<file path="src/rtl/ysyx_25030093_ifu_fetch.sv">
// Multi-cycle instruction fetch: one outstanding memory read per instruction,
// result held for the IDU until accepted, then waits for the next PC.
module ysyx_25030093_ifu_fetch #(
    parameter int                ADDR_W   = 32,
    parameter logic [ADDR_W-1:0] RESET_PC = 32'h8000_0000
) (
    input  logic              clk,
    input  logic              rst,
    output logic              mem_req_valid,
    input  logic              mem_req_ready,
    output logic [ADDR_W-1:0] mem_req_addr,
    input  logic              mem_rsp_valid,
    input  logic [31:0]       mem_rsp_data,
    input  logic              mem_rsp_err,
    output logic              out_valid,
    input  logic              out_ready,
    output logic [ADDR_W-1:0] out_pc,
    output logic [31:0]       out_inst,
    output logic              out_fault,
    input  logic              npc_valid,
    input  logic [ADDR_W-1:0] npc
);

    localparam logic [1:0]  S_REQ  = 2'd0;
    localparam logic [1:0]  S_WAIT = 2'd1;
    localparam logic [1:0]  S_HOLD = 2'd2;
    localparam logic [1:0]  S_NPC  = 2'd3;
    localparam logic [31:0] NOP    = 32'h0000_0013;

    logic [1:0]        r_state;
    logic [ADDR_W-1:0] r_pc;
    logic              r_live;
    logic              r_out_valid;
    logic [ADDR_W-1:0] r_out_pc;
    logic [31:0]       r_out_inst;
    logic              r_out_fault;

    logic              w_misaligned;
    logic              w_req_valid;

    // Request decode; r_live keeps the port quiet in the first cycle out of reset.
    always_comb begin
        w_misaligned = 1'b0;
        w_req_valid  = 1'b0;
        if (r_pc[1:0] != 2'b00) begin
            w_misaligned = 1'b1;
        end else begin
            w_misaligned = 1'b0;
        end
        if ((r_state == S_REQ) && r_live && !w_misaligned) begin
            w_req_valid = 1'b1;
        end else begin
            w_req_valid = 1'b0;
        end
    end

    assign mem_req_valid = w_req_valid;
    assign mem_req_addr  = r_pc;
    assign out_valid     = r_out_valid;
    assign out_pc        = r_out_pc;
    assign out_inst      = r_out_inst;
    assign out_fault     = r_out_fault;

    // Fetch sequencer: PC, state and the registered IDU-facing outputs.
    always_ff @(posedge clk or negedge rst) begin
        if (!rst) begin
            r_state     <= S_REQ;
            r_pc        <= RESET_PC;
            r_live      <= 1'b0;
            r_out_valid <= 1'b0;
            r_out_pc    <= RESET_PC;
            r_out_inst  <= 32'h0000_0000;
            r_out_fault <= 1'b0;
        end else begin
            r_live <= 1'b1;
            case (r_state)
                S_REQ: begin
                    // A misaligned PC never reaches memory; it is reported as a faulting nop.
                    if (r_live && w_misaligned) begin
                        r_out_valid <= 1'b1;
                        r_out_pc    <= r_pc;
                        r_out_inst  <= NOP;
                        r_out_fault <= 1'b1;
                        r_state     <= S_HOLD;
                    end else if (w_req_valid && mem_req_ready) begin
                        r_state <= S_WAIT;
                    end else begin
                        r_state <= S_REQ;
                    end
                end
                S_WAIT: begin
                    if (mem_rsp_valid) begin
                        r_out_valid <= 1'b1;
                        r_out_pc    <= r_pc;
                        r_out_inst  <= mem_rsp_err ? NOP : mem_rsp_data;
                        r_out_fault <= mem_rsp_err;
                        r_state     <= S_HOLD;
                    end else begin
                        r_state <= S_WAIT;
                    end
                end
                S_HOLD: begin
                    if (out_ready) begin
                        r_out_valid <= 1'b0;
                        if (npc_valid) begin
                            r_pc    <= npc;
                            r_state <= S_REQ;
                        end else begin
                            r_state <= S_NPC;
                        end
                    end else begin
                        r_state <= S_HOLD;
                    end
                end
                S_NPC: begin
                    if (npc_valid) begin
                        r_pc    <= npc;
                        r_state <= S_REQ;
                    end else begin
                        r_state <= S_NPC;
                    end
                end
                default: begin
                    r_state <= S_REQ;
                end
            endcase
        end
    end

endmodule

</file>
<file path="config.mk">
export PLATFORM = sky130hd
export DESIGN_NAME = ysyx_25030093_ifu_fetch
export DESIGN_NICKNAME = d
export VERILOG_FILES = /design/src/rtl/ysyx_25030093_ifu_fetch.sv
export SDC_FILE = /design/constraint.sdc
export NUM_CORES = 1
export LEC_CHECK = 0
export ABC_CLOCK_PERIOD_IN_PS = 1400
export BUFFER_PORTS_ARGS = -buffer_cell sky130_fd_sc_hd__buf_2
export CAP_MARGIN = 20
export CORE_MARGIN = 1
export CORE_UTILIZATION = 46
export CTS_BUF_LIST = sky130_fd_sc_hd__clkbuf_4 sky130_fd_sc_hd__clkbuf_8
export DETAILED_ROUTE_END_ITERATION = 10
export PLACE_DENSITY = 0.84
export SKIP_LAST_GASP = 1
export SYNTH_ARGS = -nofsm -noshare
export SYNTH_HDL_FRONTEND = slang
export SYNTH_SLANG_ARGS = --single-unit
</file>
<file path="constraint.sdc">
create_clock -name clk -period 1.4 [get_ports clk]
set_clock_uncertainty 0.05 [all_clocks]
set_input_delay 0.28 -clock clk [delete_from_list [all_inputs] [get_ports clk]]
set_output_delay 0.28 -clock clk [all_outputs]
set_load 0.02 [all_outputs]
</file>
Yosys cells after proc, flatten, opt, wreduce, memory -nomap -nowiden
Cells that the tools add are included.
{"block": "op_classes", "n_eq_ne": 6, "n_mux": 24, "n_reduce_logical": 13}
{"op": "two-way mux 32 bit", "count": 7}
{"op": "one-hot mux 32 bit (2 select lines)", "count": 3}
{"op": "two-way mux 2 bit", "count": 4}
{"op": "one-hot mux 2 bit (4 select lines)", "count": 1}
{"op": "two-way mux 1 bit", "count": 7}
{"op": "nonzero test 2 bit", "count": 3}
{"op": "== test 2 bit, second input constant", "count": 2}
{"op": "logical AND 1 bit", "count": 4}
{"op": "inequality test 2 bit, second input constant", "count": 2}
{"op": "AND reduction 4 bit", "count": 1}
{"op": "one-hot mux 1 bit (3 select lines)", "count": 1}
{"op": "AND reduction 3 bit", "count": 1}
{"op": "nonzero test 3 bit", "count": 1}
{"op": "== test 2 x 1 -> 1 bit, second input constant", "count": 1}
{"op": "zero test 2 bit", "count": 1}
{"op": "inequality test 2 x 1 -> 1 bit, second input constant", "count": 1}
{"op": "one-hot mux 1 bit (2 select lines)", "count": 1}
{"op": "AND reduction 2 bit", "count": 1}
{"op": "zero test 1 bit", "count": 1}
{"block": "totals", "reg_bits": 101, "input_bits": 71, "out_inout_bits": 99, "elab_cells": 50}

Depth between registers and ports, before layout
{"block": "logic_depth", "ltp_word": 9, "mapped_depth": 6, "depth_no_buf": 3}

Least setup slack after synthesis
Ideal clock, no wire load.
{"block": "synth_timing", "path_kind": "flip-flop to flip-flop", "from": "register r_state[0]", "to": "register r_pc[10], in the netlist mem_req_addr[10]", "setup_time_ps": 125, "arrival_time_ps": 1259, "required_ps": 1225, "setup_slack_ps": -34, "stages_incl_launch_ff": 5, "n_path_buf": 2, "synth_period_minus_slack_ps": 1434, "cell_sequence": "dfrtp_1 -> buf_6 -> o211ai_4 -> buf_6 -> mux2_2"}
{"block": "synth_between", "elab_chain_cells": 3, "elab_cells_between_ends": 6, "classes_between": "3 x eq/ne; 1 x mux; 2 x reduce/logical"}
{"element": "start, declared", "line": "30", "rtl": "logic [1:0] r_state;"}
{"element": "start signal, assigned", "line": "67", "rtl": "r_state <= S_REQ;"}
{"element": "start signal, assigned", "line": "84", "rtl": "r_state <= S_HOLD;"}
{"element": "start signal, assigned", "line": "86", "rtl": "r_state <= S_WAIT;"}
{"element": "== test 2 bit", "line": "76", "rtl": "case (r_state)"}
{"element": "inequality test 2 bit (no source line) or nonzero test 2 bit (tied branches)"}
{"element": "AND reduction 2 bit (no source line)"}
{"element": "end signal, assigned", "line": "106", "rtl": "r_pc <= npc;"}
{"element": "end signal, assigned", "line": "117", "rtl": "r_pc <= npc;"}
{"element": "end, declared", "line": "31", "rtl": "logic [ADDR_W-1:0] r_pc;"}
Several ways; a longest one is shown, not always the timed one.
A chain may end at the register's enable or synchronous reset.

Final worst setup path
{"block": "layout_timing", "from": "register r_state[1]", "to": "output mem_req_valid"}
{"block": "layout_between", "elab_chain_cells": 4}
{"element": "zero test 2 bit", "line": "50", "rtl": "if ((r_state == S_REQ) && r_live && !w_misaligned) begin"}
{"element": "logical AND 1 bit (2 in a row)", "line": "50"}
{"element": "two-way mux 1 bit", "line": "50"}
{"element": "end, declared", "line": "9", "rtl": "output logic mem_req_valid,"}
Every way passes these cells.

==> flow_summary.toml <==
[setup_path]
slowest_stage = "dfrtp_4"
max_stage_delay_ns = 0.49
reg2reg_depth = 6
reg2reg_slack_ns = -0.18
cpLargestDelayFamily = "flip-flops"
crit_buf_inv = 2
crit_type = "reg2out"
end_kind = "output port"
crit_arrival_ns = 1.27
crit_fanout = 2
crit_cells = 3
cp-start-kind = "flip-flop"
required_ns = 1.07
cp_cell_sequence = "inv_2 -> and4_4 -> buf_6"

[die]
dieArea_mm2 = 0.0103
ioPinCount = 170
fp-row-count = 36
die_h_um = 102
start_util = 0.472
fp.dieW_um = 102
coreArea_mm2 = 0.00968

[grt]
grt_use_met3 = 0.0359
grt_overflow = 0
grt_use_met1 = 0.294
grt_start_max_net_pins = 47
antenna_found_initial = 0
grt_pass1_vias = 3796
top_usage_layer = "met2"
grt_pass1_wl_mm = 18.9
grt_util_all_layers = 0.242
met2_usage = 0.427

[detailed_routing]
post-route-drc-count = 0
wl_mm = 12.5
first_pass_iters = 4
vias = 3707
vias_per_cell = 5.14
drtIter0Drc = 129
wire_per_inst_um = 17.3
drtAntennaViolNets = 0

[yosys]
synth-seq-area-share = 0.554
syn_area_per_cell_um2 = 12.1
synthCells = 378
synth_warnings = 0
synth_area_mm2 = 0.00457
synth_seq_cells = 101
synth_cell_types = 34
syn_nets = 449

[timing]
final.min_clock_period_ns = 1.60
setup_tns_ns = -10.67
rsz0062_at_grt = "true"
final-max-slew-violation-count = 0
max_freq_mhz = 627
finalSetupViolCount = 96
finalCritPeriodShare = 1.14
setup_ws_ns = -0.195
hold_violations = 0

[placement]
placed_area_mm2 = 0.00565
io_buffers = 169
gp_congestion = 0.843
place_hpwl_mm = 7.74
preCtsSetupSlack_ns = -0.0324

[power_and_ir_drop]
power_density_mw_per_mm2 = 2580
peakVddDrop_mv = 1.41
p_clk_frac = 0.115
swShare = 0.436
sequentialPowerShare = 0.321
leakage_nw = 3.26
combPwrFrac = 0.564
power_switching_mw = 7.38
p_int_mw = 9.56

[cells_and_area]
fin_nets = 654
fin_area_mm2 = 0.00656
drive_gt1_frac = 0.565
mostFrequentLayoutCells = "buf_2, dfrtp_1, inv_1, mux2_2, nand2_1"
final.fill_count = 765
area_delta_synth_final_pct = 43.7
layout_commonest_cell = "buf_2"
fin_util = 0.678
antenna_cells = 0
multi_input_area_mm2 = 0.00175
seqCellArea_mm2 = 0.00253

[clocking]
cts_tree = "yes"
clock-root-buffer = "clkbuf_8"
path_clk_slew_ns = 0.10
numCtsBuffers = 9
worst_skew_pair.late_latency_ns = 0.36
clkSinkCount = 101
clock_path_buffers = 2
htreeDepth = 3

[hold_path]
hold_depth = 2
hold_class = "in2reg"

[status]
status = "complete, but fails checks"
violations = "setup timing"

[flow_run]
drv_cap = 0
-- synth_stat cells --
cell,n,share of area
a211o_1,1,0.0019
a211oi_1,1,0.0016
a21boi_0,1,0.0016
a21oi_1,4,0.0044
a22oi_1,19,0.031
a22oi_2,10,0.027
a2bb2oi_1,2,0.0038
and4_1,1,0.0019
and4bb_4,1,0.0036
buf_2,9,0.0099
buf_4,2,0.0033
buf_6,11,0.027
clkbuf_1,5,0.0041
clkbuf_2,1,0.0011
conb_1,1,0.00082
dfrtp_1,99,0.54
dfstp_2,2,0.012
inv_1,67,0.055
mux2_1,2,0.0049
mux2_2,30,0.074
nand2_1,33,0.027
nand2b_1,1,0.0014
nand3b_1,1,0.0016
nand4bb_1,1,0.0025
nor2_1,1,0.00082
nor3_1,1,0.0011
nor3_2,1,0.0022
o211ai_4,1,0.0047
o21a_1,1,0.0016
o21ai_0,31,0.034
o21ai_2,1,0.0019
o22ai_1,4,0.0055
o32ai_1,6,0.012
o32ai_2,26,0.093
-- cell families after synthesis --
group / after synthesis / share of synthesized area
mux: 32 / 0.0789
buf+inv: 95 / 0.101
simple gates: 41 / 0.0422
compound gates: 108 / 0.224
flops: 101 / 0.554
other cells: 1 / 0.000821
-- metrics by stage --
| stage | hold slack [ns] | cells | power [mW] |
|---|---|---|---|
| after detailed placement | 0.156 | 675 | 13.4 |
| after global routing | 0.0753 | 721 | 18.0 |
| final | 0.0803 | 721 | 16.9 |
| after CTS | 0.0587 | 711 | 16.2 |
| after global placement | 0.149 | 675 | 13.0 |
| after floorplan | -0.0656 | 378 | 10.7 |
-- state kept, by name, indices dropped and copies added, names as in the netlist --
signal	cells
out_fault	1
out_valid	1
r_state	2
r_live	1
out_pc	32
mem_req_addr	32
out_inst	32
-- power groups by stage --
stage / sequential, mW / clock [mW] / combinational, mW
2_1_floorplan: 7.07 / 0 / 3.62
3_3_place_gp: 5.41 / 0 / 7.57
3_5_place_dp: 5.51 / 0 / 7.87
4_1_cts: 5.41 / 1.99 / 8.83
5_1_grt: 5.64 / 2.08 / 10.2
6_report: 5.44 / 1.95 / 9.54
-- worst register-to-register path, cell delays in order, from the launching register on --
cell,delay [ns]
dfrtp_4,0.49
buf_6,0.15
and4bb_4,0.39
buf_6,0.12
buf_12,0.12
a22oi_1,0.07
o21ai_1,0.10
-- layer usage --
| metal | vias to the layer above | wire length, µm | share of wire |
|---|---|---|---|
| li1 | 1716 | - | - |
| met4 | 0 | 244 | 0.020 |
| met2 | 118 | 6640 | 0.53 |
| met1 | 1853 | 5180 | 0.41 |
| met3 | 20 | 433 | 0.035 |
| met5 | - | 0 | 0 |
-- worst paths after layout --
kind                                  from               end
worst max register to register  r_state[1]      out_inst[16]
max in group asynchronous              rst        out_pc[22]
worst max-delay path            r_state[1]     mem_req_valid
worst min-delay path               npc[16]  mem_req_addr[16]
worst min register to register  out_pc[31]        out_pc[31]
min in group asynchronous              rst   mem_req_addr[4]
-- final cells by class --
type                            instances  share of cell area
Tap cell                              133              0.0254
Sequential cell                       101               0.386
Multi-Input combinational cell        182               0.266
Inverter                               67              0.0387
Clock buffer                           11              0.0231
Timing Repair Buffer                  222               0.252
Clock inverter                          5             0.00896
-- what timing repair did --
action | CTS | global route
gates resized for setup | 29 | 66
hold buffers | 1 | 0
pin swaps | 2 | 8
endpoints found under the hold margin | 19 | 0
buffers inserted | 12 | 11
gates cloned | 7 | 3
setup endpoints to repair | 77 | 102
No activity file was read; power rests on OpenSTA's default activity.
